--- config.mk ---
export PLATFORM = sky130hd
export DESIGN_NAME = uart_tx_framed_flat
export DESIGN_NICKNAME = d
export VERILOG_FILES = /design/src/rtl/uart_tx_framed_if.sv /design/src/rtl/uart_tx_framed.sv /design/src/flat_wrapper.sv
export SDC_FILE = /design/constraint.sdc
export NUM_CORES = 1
export LEC_CHECK = 0
export CAP_MARGIN = 20
export CORE_MARGIN = 2
export CORE_UTILIZATION = 35
export CTS_CLUSTER_SIZE = 28
export DETAILED_ROUTE_END_ITERATION = 6
export PLACE_DENSITY = 0.65
export SYNTH_ARGS = -nofsm -noshare
export SYNTH_HDL_FRONTEND = slang
export SYNTH_SLANG_ARGS = --single-unit
--- constraint.sdc ---
create_clock -name clk -period 2.2 [get_ports clk]
set_input_delay 0.22 -clock clk [delete_from_list [all_inputs] [get_ports clk]]
set_output_delay 0.22 -clock clk [all_outputs]
set_load 0.01 [all_outputs]
--- src/rtl/uart_tx_framed_if.sv ---
// Accept handshake and line outputs of the framed UART transmitter.
interface uart_tx_framed_if #(
    parameter int DATA_BITS = 8
);
    logic                 send_enable;
    logic [DATA_BITS-1:0] data_to_send;
    logic                 ready;
    logic                 sending;
    logic                 done;
    logic                 serial_out;

    // Packet/command side: requests frames, observes status and the line.
    modport master (
        output send_enable,
        output data_to_send,
        input  ready,
        input  sending,
        input  done,
        input  serial_out
    );

    // Transmitter side.
    modport slave (
        input  send_enable,
        input  data_to_send,
        output ready,
        output sending,
        output done,
        output serial_out
    );
endinterface

--- src/rtl/uart_tx_framed.sv ---
// Parametrised UART transmitter: baud divider, start/stop framing,
// optional parity, 1 or 2 stop bits, ready/valid-style accept.
module uart_tx_framed #(
    parameter int DATA_BITS    = 8,
    parameter int CLKS_PER_BIT = 434,
    parameter int PARITY       = 0,
    parameter int STOP_BITS    = 1
) (
    input  logic              clk,
    input  logic              reset,
    uart_tx_framed_if.slave   tx
);

    localparam int CW = (CLKS_PER_BIT > 1) ? $clog2(CLKS_PER_BIT) : 1;
    localparam int IW = (DATA_BITS > 2) ? $clog2(DATA_BITS) : 2;

    localparam logic [CW-1:0] BAUD_LAST = CW'(CLKS_PER_BIT - 1);
    localparam logic [IW-1:0] DATA_LAST = IW'(DATA_BITS - 1);
    localparam logic [IW-1:0] STOP_LAST = IW'(STOP_BITS - 1);

    if (DATA_BITS < 5 || DATA_BITS > 9) begin : g_bad_data_bits
        $error("uart_tx_framed: DATA_BITS must be 5..9");
    end
    if (CLKS_PER_BIT < 2) begin : g_bad_clks_per_bit
        $error("uart_tx_framed: CLKS_PER_BIT must be >= 2");
    end
    if (PARITY < 0 || PARITY > 2) begin : g_bad_parity
        $error("uart_tx_framed: PARITY must be 0, 1 or 2");
    end
    if (STOP_BITS != 1 && STOP_BITS != 2) begin : g_bad_stop_bits
        $error("uart_tx_framed: STOP_BITS must be 1 or 2");
    end
    if ($bits(tx.data_to_send) != DATA_BITS) begin : g_bad_if_width
        $error("uart_tx_framed: interface DATA_BITS does not match");
    end

    typedef enum logic [2:0] {
        S_IDLE,
        S_START,
        S_DATA,
        S_PARITY,
        S_STOP
    } state_t;

    state_t               state;
    logic [CW-1:0]        baud_cnt;
    logic [IW-1:0]        bit_idx;
    logic [DATA_BITS-1:0] shreg;
    logic                 par_bit;
    logic                 serial_out_r;
    logic                 ready_r;
    logic                 sending_r;
    logic                 done_r;

    // Frame sequencer: the line bit, status flags and done pulse are all
    // registered here so each output changes only on a clock edge.
    always_ff @(posedge clk) begin
        if (reset) begin
            state        <= S_IDLE;
            baud_cnt     <= '0;
            bit_idx      <= '0;
            shreg        <= '0;
            par_bit      <= 1'b0;
            serial_out_r <= 1'b1;
            ready_r      <= 1'b1;
            sending_r    <= 1'b0;
            done_r       <= 1'b0;
        end else begin
            done_r <= 1'b0;
            if (state == S_IDLE) begin
                serial_out_r <= 1'b1;
                if (tx.send_enable) begin
                    shreg        <= tx.data_to_send;
                    // Parity is fixed from the payload at accept time.
                    par_bit      <= (PARITY == 1) ? ~(^tx.data_to_send)
                                                  : (^tx.data_to_send);
                    baud_cnt     <= '0;
                    bit_idx      <= '0;
                    serial_out_r <= 1'b0;
                    ready_r      <= 1'b0;
                    sending_r    <= 1'b1;
                    state        <= S_START;
                end
            end else if (baud_cnt != BAUD_LAST) begin
                baud_cnt <= baud_cnt + CW'(1);
            end else begin
                baud_cnt <= '0;
                case (state)
                    S_START: begin
                        state        <= S_DATA;
                        serial_out_r <= shreg[0];
                    end
                    S_DATA: begin
                        if (bit_idx == DATA_LAST) begin
                            bit_idx <= '0;
                            if (PARITY != 0) begin
                                state        <= S_PARITY;
                                serial_out_r <= par_bit;
                            end else begin
                                state        <= S_STOP;
                                serial_out_r <= 1'b1;
                            end
                        end else begin
                            bit_idx      <= bit_idx + IW'(1);
                            shreg        <= shreg >> 1;
                            serial_out_r <= shreg[1];
                        end
                    end
                    S_PARITY: begin
                        state        <= S_STOP;
                        bit_idx      <= '0;
                        serial_out_r <= 1'b1;
                    end
                    S_STOP: begin
                        if (bit_idx == STOP_LAST) begin
                            state     <= S_IDLE;
                            bit_idx   <= '0;
                            done_r    <= 1'b1;
                            ready_r   <= 1'b1;
                            sending_r <= 1'b0;
                        end else begin
                            bit_idx <= bit_idx + IW'(1);
                        end
                    end
                    default: begin
                        state        <= S_IDLE;
                        serial_out_r <= 1'b1;
                        ready_r      <= 1'b1;
                        sending_r    <= 1'b0;
                    end
                endcase
            end
        end
    end

    assign tx.serial_out = serial_out_r;
    assign tx.ready      = ready_r;
    assign tx.sending    = sending_r;
    assign tx.done       = done_r;

endmodule

--- src/flat_wrapper.sv ---
// flat-port wrapper written by rule: the top's interface ports become plain ports
module uart_tx_framed_flat 
#(
    parameter int DATA_BITS    = 8,
    parameter int CLKS_PER_BIT = 434,
    parameter int PARITY       = 0,
    parameter int STOP_BITS    = 1
)
  (clk, reset, tx_send_enable, tx_data_to_send, tx_ready, tx_sending, tx_done, tx_serial_out);
  uart_tx_framed_if #(.DATA_BITS(DATA_BITS)) tx_i ();
  input  logic clk;
  input  logic reset;
  input wire logic [$bits(tx_i.send_enable)-1:0] tx_send_enable;
  input wire logic [$bits(tx_i.data_to_send)-1:0] tx_data_to_send;
  output wire logic [$bits(tx_i.ready)-1:0] tx_ready;
  output wire logic [$bits(tx_i.sending)-1:0] tx_sending;
  output wire logic [$bits(tx_i.done)-1:0] tx_done;
  output wire logic [$bits(tx_i.serial_out)-1:0] tx_serial_out;
  assign tx_i.send_enable = tx_send_enable;
  assign tx_i.data_to_send = tx_data_to_send;
  assign tx_ready = tx_i.ready;
  assign tx_sending = tx_i.sending;
  assign tx_done = tx_i.done;
  assign tx_serial_out = tx_i.serial_out;
  uart_tx_framed #(.DATA_BITS(DATA_BITS), .CLKS_PER_BIT(CLKS_PER_BIT), .PARITY(PARITY), .STOP_BITS(STOP_BITS)) u_core (.clk(clk), .reset(reset), .tx(tx_i));
endmodule
==> flow_summary.toml, run 1 <==
[global_routing]
grt-ovfl-total = 0
grt.total_usage = 0.145
grt_max_degree = 23
antenna_found_initial = 0
grt_pass1_vias = 1256
grt_pass1_wl_um = 5800

[timing]
final-hold-violation-count = 0
maxSlewViolCount = 0
rsz0062_at_grt = "no"
setup_viol = 0
clock.fmax_mhz = 540
hold-worst-slack_ps = 447
min_period_ps = 1850
fin_skew_ps = 1.04
final.setup.worst_slack_ps = 349
min_period_over_period = 0.841
tightest_slew_ps = 438
slew_headroom = 0.708
setup_tns_ps = 0

[cells_and_area]
drive_gt1_frac = 0.109
final_common_cell = "dfxtp_1"
diodes = 0
final_cell_mix = "dfxtp_1 (27), a21oi_1 (15), clkdlybuf4s50_1 (14)"
layout.nets = 200
area_growth_pct = 17.9

[logic_synthesis]
yosysWarnings = 0
synth_seq_cells = 27
synth_xor_xnor_area_share = 0.00584
yosysTopAreaCellShare = 0.361
ys.flop_type = "dfxtp_1"
yosysUniqueCellTypes = 47
synth-async-reset-ratio = 0
synth-edff-count = 0
syn_area_mm2 = 0.00150
yosysTopAreaCell = "dfxtp_1"
synthAdderAreaFrac = 0.0417
synth-compound-area-share = 0.285
synth_top_family_by_area = "compound AO/OA/AOI/OAI gates"
synth.mux.area_fraction = 0.0601
avgSynthCellArea_um2 = 9.03
synth.area.top_cells = "dfxtp_1 (36%), a311oi_1 (7.0%), mux2i_1 (6.0%)"
synth_nets = 182
synth-simple-area-share = 0.189
synth_seq_area_share = 0.361
syn-instance-count = 166

[outcome]
outcome = "complete, no violations"

[placed_design]
io_buffers = 14
dp_slack_ps = 112
hpwlAfterDp_um = 2430
gp_congestion = 0.814

[die]
core_area_mm2 = 0.00406
rows = 23
die_y_um = 69.4
die_w_um = 69.4
io_pins = 15
start_util = 0.369
die-area_mm2 = 0.00482

[clocking]
h-tree-depth = 1
clock_latency_ps = 280
cts_sinks = 27
cts_root_buf = "clkbuf_8"
clockBufferDepth = 2
cts_tree = "yes"
cts.repair.resized = 0
cts_buffers = 3
clk_pin_slew_worst_paths_ps = 90

[worst_setup_path]
cp_top_family = "simple AND/OR/NAND/NOR gates"
crit_arrival_ps = 2040
cp.required_ps = 2390
worstReg2RegStart = "u_core.state[2]"
path_cells = "or4b_1, o31ai_4, buf_4, a21oi_1, a311oi_1"
path_class = "reg -> reg"
cpMaxStageDelayCell = "or4b_1"
path_buf_inv = 1
startpoint = "u_core.state[2]"
max_stage_delay_ps = 650
ff2ff_path_depth = 5
crit_path_max_fanout = 14
start_kind = "flop"
cp-end-kind = "flop"
r2r-end = "u_core.shreg[5]"
reg2reg_slack_ps = 350

[worst_hold_path]
hold_depth = 2
hold_path_class = "reg -> reg"
hold_start = "u_core.tx.ready"
min_to = "u_core.tx.ready"

[drt]
vias = 1393
drc = 0
first_iter_violations = 93
first_pass_iters = 4
viasPerCell = 5.98
final_antenna_net_count = 0
wl_per_cell_um = 15.1
drt-total-wl_um = 3530

[power_and_ir_drop]
ir_drop_mv = 0.268
powerDensity_mw_per_mm2 = 633
p_leak_nw = 0.643

[flow_run]
maxCapViolCount = 0
final cells by class:
| class | count | area, um^2 |
|---|---|---|
| sequential | 27 | 541 |
| clock buffer | 4 | 45.0 |
| inverter | 7 | 26.3 |
| tap | 50 | 62.6 |
| timing repair buffer | 25 | 223 |
| multi-input combinational | 120 | 871 |
| fill | 398 | 2290 |
through the flow:
| step | instances | area [um^2] | total power, W | utilization |
|---|---|---|---|---|
| after floorplan | 166 | 1500 | 0.000744 | - |
| after global placement | 226 | 1700 | 0.000814 | 0.419 |
| after detailed placement | 226 | 1700 | 0.000826 | 0.419 |
| after CTS | 230 | 1750 | 0.00112 | 0.430 |
| after global routing | 233 | 1770 | 0.00118 | 0.436 |
| final | 233 | 1770 | 0.00112 | 0.436 |
worst min-delay path, cell delays in order (launching register included):
cell     delay (ps)
dfxtp_1         320
nand2_1          50
nand2_1          40
cell families after synthesis:
family / after synthesis
AOI/OAI and AO/OA: 56
DFF: 27
xor gates and xnor gates: 1
adders and majority gates: 5
muxes: 9
and+or+nand+nor: 49
buffers and inverters: 19
per-layer routing:
metal / vias to the layer above / GRT usage / part of all wire
li1: 670 / - / -
met1: 667 / 0.189 / 0.47
met2: 44 / 0.230 / 0.47
met3: 12 / 0.0174 / 0.041
met4: 0 / 0.0828 / 0.024
met5: - / 0 / 0
registers in the layout, indices dropped and copies added (netlist names):
name / cells
u_core.baud_cnt: 9
u_core.shreg: 8
u_core.bit_idx: 3
u_core.state: 3
u_core.tx.done: 1
u_core.tx.ready: 1
u_core.tx.sending: 1
u_core.tx.serial_out: 1
cell usage after synthesis (3+ instances only):
cell       n
dfxtp_1   27
a21oi_1   15
a311oi_1  12
nand2_1   12
mux2i_1    9
nor2_1     9
inv_1      7
clkbuf_1   6
ha_1       5
a31oi_1    4
buf_2      4
o21ai_0    4
a41oi_1    3
nand2b_1   3
nand3_1    3
nand4_1    3
nor2b_1    3
o31ai_1    3
what timing repair did:
action | 4_1_cts | 5_1_grt
hold buffers | 0 | 0
setup buffers | 0 | 3
setup endpoints to repair | 0 | 2
where the power goes:
group	internal, W	switching (W)	leakage [nW]
Clock	0.000130	0.000161	0.0228
Sequential	0.000521	0.0000257	0.221
Combinational	0.000129	0.000151	0.400
worst max-delay path by stage:
| stage | to | slack, ps | cells past startpoint |
|---|---|---|---|
| 3_3_place_gp | u_core.state[1] | 160 | 5 |
| 4_1_cts | u_core.state[1] | 150 | 5 |
| 3_5_place_dp | u_core.state[1] | 110 | 5 |
| 5_1_grt | u_core.baud_cnt[7] | 220 | 6 |
| 6_report | u_core.shreg[5] | 350 | 5 |
| 2_1_floorplan | u_core.shreg[1] | 420 | 6 |
(Power assumes the default switching activity.)
==> run 2, diff against run 1 <==
--- a/config.mk
+++ b/config.mk
@@ -10,7 +10,7 @@
 export CORE_UTILIZATION = 35
 export CTS_CLUSTER_SIZE = 28
 export DETAILED_ROUTE_END_ITERATION = 6
-export PLACE_DENSITY = 0.65
+export PLACE_DENSITY = 0.67
 export SYNTH_ARGS = -nofsm -noshare
 export SYNTH_HDL_FRONTEND = slang
 export SYNTH_SLANG_ARGS = --single-unit
==> constraint.sdc (replaced) <==
create_clock -name clk -period 1.65 [get_ports clk]
set_input_delay 0.165 -clock clk [delete_from_list [all_inputs] [get_ports clk]]
set_output_delay 0.165 -clock clk [all_outputs]
set_load 0.01 [all_outputs]
==> flow_summary.toml, run 2 (synthesis gave the netlist of run 1 again) <==
[die]
core_area_mm2 = 0.00406
die_w_um = 69.4
die_y_um = 69.4
io_pins = 15
die-area_mm2 = 0.00482
rows = 23
start_util = 0.369

[worst_setup_path]
cp_top_family = "buffers and inverters"
path_cells = "ha_4, ha_4, a211oi_4, buf_12, buf_4, buf_4, buf_4, a311oi_2"
start_kind = "flop"
crit_arrival_ps = 1760
cp-end-kind = "flop"
cp.required_ps = 1810
cpMaxStageDelayCell = "dfxtp_2"
crit_path_max_fanout = 6
crit_top_cell = "buf_4"
path_buf_inv = 4
reg2reg_slack_ps = 50
max_stage_delay_ps = 350
path_class = "reg -> reg"

[outcome]
outcome = "complete, no violations"

[drt]
viasPerCell = 5.49
drt-total-wl_um = 3620
final_antenna_net_count = 0
vias = 1439
first_iter_violations = 87
drc = 0
wl_per_cell_um = 13.8
first_pass_iters = 4

[cells_and_area]
diodes = 0
fillCellCount = 381
multi_input_area_um2 = 958
registers.top_by_ff_count = "u_core.baud_cnt"
final_common_cell = "buf_4"
finish.instance_area_mm2 = 0.00211
layout.nets = 229
largest_reg_flops = 9
final_cell_mix = "buf_4 (35), dfxtp_1 (22), clkdlybuf4s50_1 (14)"
seq_area_um2 = 547
drive_gt1_frac = 0.311
area_growth_pct = 40.9
top_regs = "u_core.baud_cnt x9, u_core.shreg x8"
post-route-util = 0.521

[power_and_ir_drop]
p_leak_nw = 0.813
p_clk_frac = 0.240
ir_drop_mv = 0.423
pwr-share-comb = 0.306
swShare = 0.299
switchingPower_w = 0.000479
p_int_w = 0.00112
power_frac_seq = 0.455
powerDensity_mw_per_mm2 = 759

[placed_design]
io_buffers = 14
placed_area_mm2 = 0.00189
hpwlAfterDp_um = 2410
gp_congestion = 0.817

[clocking]
hold_buffers = 0
cts_root_buf = "clkbuf_8"
cts_buffers = 3
clockBufferDepth = 2
clk_pin_slew_worst_paths_ps = 100
clock_latency_ps = 280
cts_sinks = 27
h-tree-depth = 1
cts_tree = "yes"

[timing]
clock.fmax_mhz = 625
min_period_over_period = 0.970
tightest_slew_ps = 376
setup_viol = 0
min_period_ps = 1600
final-hold-violation-count = 0
slew_headroom = 0.748
maxSlewViolCount = 0
setup_tns_ps = 0
fin_skew_ps = 8.67
rsz0062_at_grt = "yes"

[worst_hold_path]
hold_path_class = "reg -> reg"

[global_routing]
grt_pass1_wl_um = 6040
grt_pass1_vias = 1247
grt.total_usage = 0.151
antenna_found_initial = 0
grt_max_degree = 18
grt-ovfl-total = 0

[flow_run]
maxCapViolCount = 0
==> run 2: cell types whose count changed in the layout (fill, tap and decap cells not counted), moves of 3 or more <==
| cell | before | now |
|---|---|---|
| a21oi_1 | 15 | 12 |
| a21oi_2 | 1 | 4 |
| buf_4 | 11 | 35 |
| buf_6 | 0 | 3 |
| dfxtp_1 | 27 | 22 |
| dfxtp_2 | 0 | 5 |
| ha_1 | 5 | 2 |
| ha_4 | 0 | 3 |
==> run 2: power groups by stage <==
stage	Clock (W)	Combinational [W]	Sequential, W
2_1_floorplan	0	0.000262	0.000741
3_3_place_gp	0	0.000409	0.000736
3_5_place_dp	0	0.000414	0.000736
4_1_cts	0.000398	0.000430	0.000724
5_1_grt	0.000431	0.000536	0.000736
6_report	0.000384	0.000489	0.000728
==> run 2: area by class of cell <==
cell class | instances | area share
multi-input combinational | 120 | 0.454
clock inverter | 1 | 0.00237
clock buffer | 3 | 0.0195
timing repair buffer | 54 | 0.223
tap | 50 | 0.0296
sequential | 27 | 0.259
inverter | 7 | 0.0124
==> run 2: worst register-to-register path, cell delays in order (launching register included) <==
cell and delay [ps]:
dfxtp_2 350, ha_4 160, ha_4 180, a211oi_4 280, buf_12 150, buf_4 110, buf_4 90, buf_4 90
a311oi_2 70
==> run 2: worst paths after layout <==
check / cells after the start / end / from
min reg2reg: 2 / u_core.tx.ready / u_core.tx.ready
max reg2reg: 8 / u_core.shreg[0] / u_core.bit_idx[1]
min: 2 / u_core.tx.ready / u_core.tx.ready
max: 8 / u_core.shreg[0] / u_core.bit_idx[1]
==> run 2: layer usage <==
layer,wire length [um],global-route usage
met5,0,0
met4,51,0.0523
met3,172,0.0363
met2,1650,0.224
met1,1740,0.213
==> run 2: what timing repair did <==
action                     in CTS  in global routing
buffers inserted                1                  9
resized for setup              10                 17
pin swaps                       6                 10
setup endpoints to repair       7                 17
==> run 2: metrics by stage <==
step | power (W) | setup WS [ps] | std cells | hold slack, ps
floorplan | 0.00100 | 0.450 | 166 | 326
global placement | 0.00114 | -237 | 248 | 433
detailed placement | 0.00115 | -283 | 248 | 438
CTS | 0.00155 | 12.5 | 253 | 454
global route | 0.00170 | -45.9 | 262 | 492
finish | 0.00160 | 49.4 | 262 | 452
